$ cat config.mk
export PLATFORM = sky130hd
export DESIGN_NAME = seq_tx
export DESIGN_NICKNAME = d
export VERILOG_FILES = /design/src/rtl/seq_tx.sv
export SDC_FILE = /design/constraint.sdc
export NUM_CORES = 1
export LEC_CHECK = 0
export BUFFER_PORTS_ARGS = -buffer_cell sky130_fd_sc_hd__buf_2
export CORE_MARGIN = 1
export CORE_UTILIZATION = 35
export DETAILED_ROUTE_END_ITERATION = 8
export SKIP_LAST_GASP = 1
export SLEW_MARGIN = 25
export SYNTH_ARGS = -nofsm -noshare
export SYNTH_HDL_FRONTEND = slang
export SYNTH_SLANG_ARGS = --single-unit
$ cat constraint.sdc
create_clock -name clock -period 2.43 [get_ports clock]
set_input_delay 0.3645 -clock clock [delete_from_list [all_inputs] [get_ports clock]]
set_output_delay 0.3645 -clock clock [all_outputs]
set_load 0.1 [all_outputs]
$ cat src/rtl/seq_tx.sv
// Serial frame transmitter: sends a captured WIDTH-bit frame MSB first, (reps+1) times back to back,
// then pulses done for one cycle. All outputs are registered.
module seq_tx #(
  parameter int               WIDTH   = 5,
  parameter logic [WIDTH-1:0] PATTERN = 5'b10110
) (
  input  logic             clock,
  input  logic             reset,
  input  logic             start,
  input  logic             use_pat,
  input  logic [WIDTH-1:0] data_in,
  input  logic [3:0]       reps,
  output logic             ser_out,
  output logic             busy,
  output logic             frame_end,
  output logic             done
);

  localparam int IW = (WIDTH > 1) ? $clog2(WIDTH) : 1;
  localparam logic [IW-1:0] IDX_TOP = IW'(WIDTH - 1);

  typedef enum logic [1:0] {IDLE, SHIFT, DONE} state_t;

  state_t           state, state_n;
  logic [WIDTH-1:0] frame_q, frame_n, load_frame;
  logic [IW-1:0]    idx_q, idx_n, idx_m1;
  logic [3:0]       cnt_q, cnt_n;
  logic             ser_n, busy_n, fe_n, done_n;

  always_ff @(posedge clock or negedge reset) begin
    if (!reset) begin
      state     <= IDLE;
      frame_q   <= '0;
      idx_q     <= '0;
      cnt_q     <= '0;
      ser_out   <= 1'b0;
      busy      <= 1'b0;
      frame_end <= 1'b0;
      done      <= 1'b0;
    end else begin
      state     <= state_n;
      frame_q   <= frame_n;
      idx_q     <= idx_n;
      cnt_q     <= cnt_n;
      ser_out   <= ser_n;
      busy      <= busy_n;
      frame_end <= fe_n;
      done      <= done_n;
    end
  end

  // idx_q is the index of the bit currently on ser_out; outputs are computed one edge ahead
  always_comb begin
    state_n    = state;
    frame_n    = frame_q;
    idx_n      = idx_q;
    cnt_n      = cnt_q;
    ser_n      = 1'b0;
    busy_n     = 1'b0;
    fe_n       = 1'b0;
    done_n     = 1'b0;
    idx_m1     = idx_q - 1'b1;
    load_frame = use_pat ? PATTERN : data_in;
    case (state)
      // The DONE cycle doubles as the accept slot so a held start repeats with a single gap cycle
      IDLE, DONE: begin
        state_n = IDLE;
        if (start) begin
          state_n = SHIFT;
          frame_n = load_frame;
          cnt_n   = reps;
          idx_n   = IDX_TOP;
          ser_n   = load_frame[WIDTH-1];
          busy_n  = 1'b1;
        end
      end
      SHIFT: begin
        if (idx_q == '0) begin
          if (cnt_q != 4'd0) begin
            cnt_n  = cnt_q - 4'd1;
            idx_n  = IDX_TOP;
            ser_n  = frame_q[WIDTH-1];
            busy_n = 1'b1;
          end else begin
            state_n = DONE;
            done_n  = 1'b1;
          end
        end else begin
          idx_n  = idx_m1;
          ser_n  = frame_q[idx_m1];
          busy_n = 1'b1;
          fe_n   = (idx_m1 == '0);
        end
      end
      default: state_n = IDLE;
    endcase
  end

endmodule

After elaboration in Yosys (flattened, before gate mapping)
Cells that the tools add are included.
{"block": "classes", "mux": 28, "bitwise_logic": 0, "magnitude_cmp": 1, "n_eq_ne": 7, "multipliers": 0, "reduce_logical": 10, "shift": 0, "div_mod_pow": 0, "add_sub_neg": 2}
{"operator": "1-bit two-way mux", "n": 13}
{"operator": "4-bit two-way mux", "n": 3}
{"operator": "3-bit two-way mux", "n": 3}
{"operator": "2-bit inequality test, second input constant", "n": 4}
{"operator": "4-bit case mux with 2 select lines", "n": 1}
{"operator": "3-bit zero test", "n": 2}
{"operator": "3-bit case mux with 2 select lines", "n": 1}
{"operator": "5-bit two-way mux", "n": 1}
{"operator": "3-bit by 4-bit less-than comparator with 1-bit output, second input constant", "n": 1}
{"operator": "2-bit two-way mux", "n": 2}
{"operator": "1-bit case mux with 2 select lines", "n": 2}
{"operator": "2-bit case mux with 2 select lines", "n": 1}
{"operator": "2-bit AND reduction", "n": 2}
{"operator": "4-bit AND reduction", "n": 1}
{"operator": "4-bit nonzero test", "n": 1}
{"operator": "4-bit by 1-bit subtractor with 4-bit output, second input constant", "n": 1}
{"operator": "1-bit binary-select mux with 3-bit select", "n": 1}
{"operator": "3-bit inequality test, second input constant", "n": 1}
{"operator": "3-bit AND reduction", "n": 1}
{"operator": "3-bit by 1-bit subtractor with 3-bit output, second input constant", "n": 1}
{"operator": "2-bit by 1-bit == test with 1-bit output, second input constant", "n": 1}
{"operator": "2-bit == test, second input constant", "n": 1}
{"operator": "2-bit zero test", "n": 1}
{"operator": "2-bit nonzero test", "n": 1}
{"operator": "2-bit OR reduction", "n": 1}
{"block": "word_totals", "elab_cells": 56, "mem_count": 0, "ramBits": 0, "reg_bits": 18, "rom_bits": 0, "latch_bits": 0}

Longest topological paths before layout
Gate-level depths: netlist of run 1.
{"block": "depth", "ltp_word": 5, "depth_mapped": 7, "depth_no_buf": 6}

Least setup slack after synthesis of run 1
No wires, ideal clock.
{"block": "synth_path", "path_type": "reg-to-reg", "startpoint": "register cnt_q[0]", "endpoint": "register cnt_q[0]", "slack_ns": 0.702, "stages_incl_launch_ff": 7, "arrival_time_ns": 1.604, "required_time_ns": 2.306, "setup_time_ns": 0.124, "cell_sequence": "dfrtp_1 inv_1 ha_1 or3b_4 a21bo_4 and3_4 a211o_1"}
{"block": "synth_between", "elab_chain_cells": 4, "elab_cells_between_ends": 7, "classes_between": "add/sub (1); eq/ne (1); mux (3); reduce/logical (2)"}
{"element": "start, declared", "line": "27", "text": "logic [3:0] cnt_q, cnt_n;"}
{"element": "start signal, assigned", "line": "44", "text": "cnt_q <= cnt_n;"}
{"element": "4-bit by 1-bit subtractor with 4-bit output", "line": "80", "text": "cnt_n = cnt_q - 4'd1;"}
{"element": "4-bit two-way mux", "line": "79", "text": "if (cnt_q != 4'd0) begin"}
{"element": "4-bit two-way mux", "line": "78", "text": "if (idx_q == '0) begin"}
{"element": "4-bit case mux with 2 select lines", "line": "64", "text": "case (state)"}
Several ways; a longest one is shown, not always the timed one. The select of a mux whose other input is x is not followed.
A chain may end at the register's enable or synchronous reset.

Final worst setup path of run 1
{"block": "layout_path", "startpoint": "register idx_q[0]", "endpoint": "register cnt_q[0]"}
{"block": "layout_between", "elab_chain_cells": 3}
{"element": "start, declared", "line": "26", "text": "logic [IW-1:0] idx_q, idx_n, idx_m1;"}
{"element": "start signal, assigned", "line": "43", "text": "idx_q <= idx_n;"}
{"element": "3-bit zero test", "line": "78"}
{"element": "2-bit inequality test (no source line)"}
{"element": "4-bit AND reduction (no source line)"}
No other way between the ends.

==> metrics, run 1 <==
status=finished clean; static leakage=~0.53 nW; DR WL/cell=11.88 um; vias in the first global route=696; largest net degree at the start of global routing=19; most common cell after layout, fill and taps aside=dfrtp_1; CTS buffer count=3; dpl hpwl=1325 um; worst hold path type=input pin to flip-flop; Synth Register Bits=18; Worst EP arrival=2.07 ns; Yosys top cell area share=approximately 47%; min Tclk post-route=1.875 ns; upper clock frequency limit=between 500 and 600 MHz; CP Class=flip-flop to flip-flop; Die Span Y=54.09 um; crit-path max FO=11; EDFF count, synth=0; root buf cell=clkbuf_4; internal power=795.0 uW; count of different cell masters after synthesis=30; final hold viol count=0; Final setup viols=0; DRT antenna net count=0; Vias/cell=5.081; hold path startpoint=data_in[3]; gr usage total=14.76%; clock buffer depth=2; DRC viols=0; sequential power share=34.7%; total clock sinks=18; first-pass GRT wire length=3036 um; most frequent cells in the layout=dfrtp_1 (18), buf_2 (16), nand2_1 (12); CTS tree=done; Final Max Slew Viols=0; Hold Path Stages=3; H-tree Lvls=1; ys async rst share=100.0%; Die ar.=0.002926 mm^2; Worst-Margin Slew=between 0.4 and 0.5 ns; Yosys top cell by area=dfrtp_1; worst-case reg-to-reg path depth=6; RD Place Congestion=roughly 0.79; Clk pin slew, worst setup/hold paths=approximately 0.11 ns; design area=0.001101 mm^2; boundary pin count=17; core area=0.002522 mm^2; Yosys warning count=0; Worst Path Required=around 2.6 ns; Crit. End Element=flip-flop; Die Wd=54.09 um; worst r2r src=idx_q[0]; reg2reg end=cnt_q[0]; mean post-synth cell area=9.403 um^2; DP Worst Slack=roughly 0.57 ns; Synth area leaders=dfrtp_1 (47%), o21ai_0 (5.8%), ha_1 (5.3%); Slew HR=66.72%; pwr dens=1329 mW/mm^2; Layout Nets=137; DRT Pass-1 Iters=4; RSZ-0062 raised after global routing=no; Area Growth Syn to Fin=15.94%; Starting Density=37.65%; final WL=1770 um; Clock Latency Late Sink=around 0.30 ns; initial antenna violation count=0; Max-Cap Viols=0; clock power share=between 10% and 20%; Startpoint Class=flip-flop; layout cells sized above 1=21.01%; Cell Area, Synth=949.7 um^2; Max IR drop VDD=0.6135 mV; DR iter-0 viols=11; Vias=757; num rows=18; syn_nets=118; Post-Synthesis Cells=101; r2r setup slk=0.56 ns; Logic pwr share=52.7%; setup ws final=0.5550 ns; ys flop type=dfrtp_1; Worst Hold Endpoint=frame_q[3]; Layout Skew=0.009991 ns; Seq/Total Area, Yosys=47.43%; antenna fix cells=0; final setup TNS=0 ns; sw frac=45.65%; GR Overflow Total=0; period utilization=between 70% and 80%; Placed Area=0.001055 mm^2; I/O Buffers=16; Sw Pwr=667.9 uW
final cells by class:
type,count,area [um^2]
fill,262,1421
multi-input combinational,76,471.7
tap,30,37.54
timing repair buffer,17,90.09
inverter,4,15.01
clock buffer,4,36.28
sequential,18,450.4
cell families (layout without fill, tap and decap cells):
logic type,Yosys count,in the layout,share of synthesized area (%)
fa+ha+maj,4,4,5.270
flops,18,18,47.43
mux,3,3,3.162
simple gates,43,43,23.06
buf+inv,7,25,2.898
xor+xnor,1,1,0.9224
compound gates,25,25,17.26
power by group through the flow:
| stage | logic [mW] | clock network [mW] | registers, mW |
|---|---|---|---|
| CTS | 0.783 | 0.194 | 0.509 |
| finish | 0.771 | 0.184 | 0.507 |
| detailed placement | 0.778 | 0 | 0.515 |
| floorplan | 0.507 | 0 | 0.637 |
| global route | 0.871 | 0.208 | 0.529 |
| global placement | 0.761 | 0 | 0.512 |
layer usage:
metal	part of all wire (%)	up-vias	GRT usage, %
li1	-	393	-
met1	49	347	19.00
met2	45	12	22.84
met3	3.1	5	3.390
met4	2.3	0	7.692
met5	0	-	0
how the worst max path moves through the flow:
stage / start / to / slack, ns / cells after the start
after CTS: idx_q[0] / cnt_q[0] / 0.55 / 6
after detailed placement: idx_q[0] / cnt_q[0] / 0.57 / 6
after floorplan: cnt_q[0] / cnt_q[0] / 0.70 / 6
after global placement: idx_q[0] / cnt_q[0] / 0.61 / 6
final: idx_q[0] / cnt_q[0] / 0.56 / 6
after global routing: idx_q[0] / cnt_q[0] / 0.36 / 6
synth_stat cells (2+ instances only):
library cell and number:
nor2_1 8, nor3_1 6, o22ai_1 2, dfrtp_1 18
inv_1 4, mux2i_1 3, nand2_1 12, clkbuf_1 2
ha_1 4, nand3_1 4, nand2b_1 6, o21ai_0 11
a21oi_1 4
state kept, by name, indices dropped and copies added, names as in the netlist:
register   count
frame_q        5
cnt_q          4
idx_q          3
state          2
busy           1
done           1
frame_end      1
ser_out        1
stage by stage:
stage | util, % | hold slack (ns) | total power [mW] | cells
floorplan | - | 0.06891 | 1.144 | 101
global placement | 41.82 | 0.3203 | 1.273 | 144
detailed placement | 41.82 | 0.3182 | 1.294 | 144
CTS | 43.65 | 0.3125 | 1.487 | 149
global route | 43.65 | 0.3133 | 1.609 | 149
finish | 43.65 | 0.3195 | 1.463 | 149
worst max-delay path: stages (launching register included):
cell and delay (ns):
dfrtp_1 0.47, inv_1 0.13, ha_1 0.20, nand2b_1 0.14
nand2_1 0.32, nand2_1 0.18, a211o_1 0.32
timing repair:
item | in CTS | in global routing
gates resized for setup | 0 | 0
hold buffers | 1 | 0
endpoints found under the hold margin | 18 | 0
buffers inserted | 0 | 0
(Power assumes the default switching activity.)
==> run 2, diff against run 1 <==
--- a/config.mk
+++ b/config.mk
@@ -5,6 +5,7 @@
 export SDC_FILE = /design/constraint.sdc
 export NUM_CORES = 1
 export LEC_CHECK = 0
+export ABC_AREA = 1
 export BUFFER_PORTS_ARGS = -buffer_cell sky130_fd_sc_hd__buf_2
 export CORE_MARGIN = 1
 export CORE_UTILIZATION = 35
==> constraint.sdc (replaced) <==
create_clock -name clock -period 1.7 [get_ports clock]
set_input_delay 0.255 -clock clock [delete_from_list [all_inputs] [get_ports clock]]
set_output_delay 0.255 -clock clock [all_outputs]
set_load 0.1 [all_outputs]
==> metrics, run 2 <==
design area=0.001121 mm^2; Vias=786; Critical Path Start=idx_q[0]; largest net degree at the start of global routing=19; layout cells sized above 1=22.14%; hold-fix buffers at CTS=1; Biggest register=frame_q; I/O Buffers=16; Starting Density=37.95%; Final setup viols=0; Layout Skew=about 0.0018 ns; initial antenna violation count=0; antenna fix cells=0; Yosys top cell area share=a little under half; dpl hpwl=1320 um; DRT antenna net count=0; CP cell instances=inv_1, ha_1, inv_1, nor2_1, nor2_4, a21oi_4, o21ai_0; clock buffer depth=2; EDFF count, synth=0; core area=around 0.0025 mm^2; DR iter-0 viols=24; critical path depth=7; Die Wd=54.30 um; postcts setup bufs=0; num rows=18; total clock sinks=18; Largest regs=frame_q x5, cnt_q x4, idx_q x3; Startpoint Class=flip-flop; Post-Synthesis Cells=119; Slowest-stage cell, CP=dfrtp_1; Hold Path Stages=3; Yosys top cell by area=dfrtp_1; DRC viols=0; crit-path max FO=7; period utilization=90.63%; most frequent cells in the layout=nand2_1 (31), inv_1 (23), dfrtp_1 (18); Die ar.=0.002948 mm^2; worst hold slack=approximately 0.19 ns; Yosys warning count=0; DRT Pass-1 Iters=4; final WL=1711 um; GR Overflow Total=0; ys flop type=dfrtp_1; Post-synth top cells=nand2_1 (31), inv_1 (23), dfrtp_1 (18), o21ai_0 (14); Clk pin slew, worst setup/hold paths=~0.11 ns; Cell Area, Synth=around 960 um^2; gr usage total=14.64%; flip-flop and latch area=450.4 um^2; final setup TNS=0 ns; final hold viol count=0; Layout Nets=158; count of different cell masters after synthesis=18; Die Span Y=about 54 um; Worst Path Required=about 1.9 ns; worst hold path type=input pin to flip-flop; Most common cell on crit path=inv_1; met3 routed WL=74 um; pwr dens=640.2 mW/mm^2; worst-case reg-to-reg path depth=7; highest metal used=met4; most frequent cell after synthesis=nand2_1; worst r2r src=idx_q[0]; Worst-Margin Slew=roughly 0.49 ns; Layout fillers=about 280; min Tclk post-route=1.541 ns; vias in the first global route=714; root buf cell=clkbuf_4; syn_nets=roughly 140; hold path startpoint=data_in[2]; Final Max Slew Viols=0; first-pass GRT wire length=3042 um; DR WL/cell=10.06 um; Clock Latency Late Sink=0.29 ns; DRT met1 WL=883 um; Crit path max-delay family=flip-flops; Synth area leaders=dfrtp_1 (47%), nand2_1 (12%), inv_1 (9.0%); Worst EP arrival=1.72 ns; status=finished clean; CTS tree=done; boundary pin count=17; ys async rst share=100.0%; Synth Register Bits=18; Area Growth Syn to Fin=17.12%; max FFs per register=5; Post-CTS Resized=0; CP bufs+invs=2; Max IR drop VDD=0.4066 mV; Crit. End Element=flip-flop; mean post-synth cell area=roughly 8.0 um^2; Max-Cap Viols=0; RSZ-0062 raised after global routing=no; Vias/cell=4.624; most common cell after layout, fill and taps aside=nand2_1; CP peak stage delay=0.46 ns; CTS buffer count=3; Slew HR=67.76%; Placed Area=0.001075 mm^2; Seq/Total Area, Yosys=between 40% and 50%; CP Class=flip-flop to flip-flop; RD Place Congestion=between 0.7 and 0.8; static leakage=0.5734 nW; upper clock frequency limit=649.1 MHz; met2 WL=732 um; H-tree Lvls=1; area of the multi-input gates=412.9 um^2
-- run 2: report_power, final --
group          switching, mW  total [mW]  internal [mW]
combinational         0.0124      0.0236         0.0112
sequential                 0       0.428          0.428
clock                  0.136       0.266          0.130
total                  0.148       0.718          0.570
-- run 2: area by class of cell --
class / instances / share of cell area, %
repair buffers: 17 / 8.036
inverters: 25 / 8.370
flip-flops and latches: 18 / 40.18
well taps: 30 / 3.348
multi-input cells: 76 / 36.83
clock buffers: 4 / 3.237
-- run 2: layer usage --
layer  global-route usage (%)  vias to the layer above
li1                         -                      407
met5                        0                        -
met2                    21.75                       15
met3                    3.333                        4
met1                    19.62                      360
met4                    7.692                        0
-- run 2: path summary, 6_finish.rpt --
check	end	slack (ns)
max in group asynchronous	frame_end	1.01
max reg2reg	cnt_q[0]	0.16
max	cnt_q[0]	0.16
min	frame_q[2]	0.19
min in group asynchronous	frame_q[1]	0.41
min reg2reg	cnt_q[3]	0.52
-- run 2: logic make-up after synthesis --
logic type               Yosys count  synth area share (%)
AND/OR/NAND/NOR                   52                 25.88
buffers and inverters             25                 9.804
AO/OA/AOI/OAI                     20                 12.03
flip-flops                        18                 47.06
adder cells (fa/ha/maj)            4                 5.229
-- run 2: worst register-to-register path: cells and delay by family (launching register included) --
family / cells / cell delay [ns]
buf+inv: 2 / 0.19
fa+ha+maj: 1 / 0.17
flops: 1 / 0.46
simple gates: 2 / 0.31
compound gates: 2 / 0.31
-- run 2: through the flow --
stage	setup WS, ns	util, %	instances	power (mW)
floorplan	0.3523	-	119	0.4371
CTS	0.1731	44.44	170	0.7271
global route	0.02687	44.44	170	0.7499
global placement	0.2366	42.61	165	0.4587
detailed placement	0.1911	42.61	165	0.4592
finish	0.1593	44.44	170	0.7177
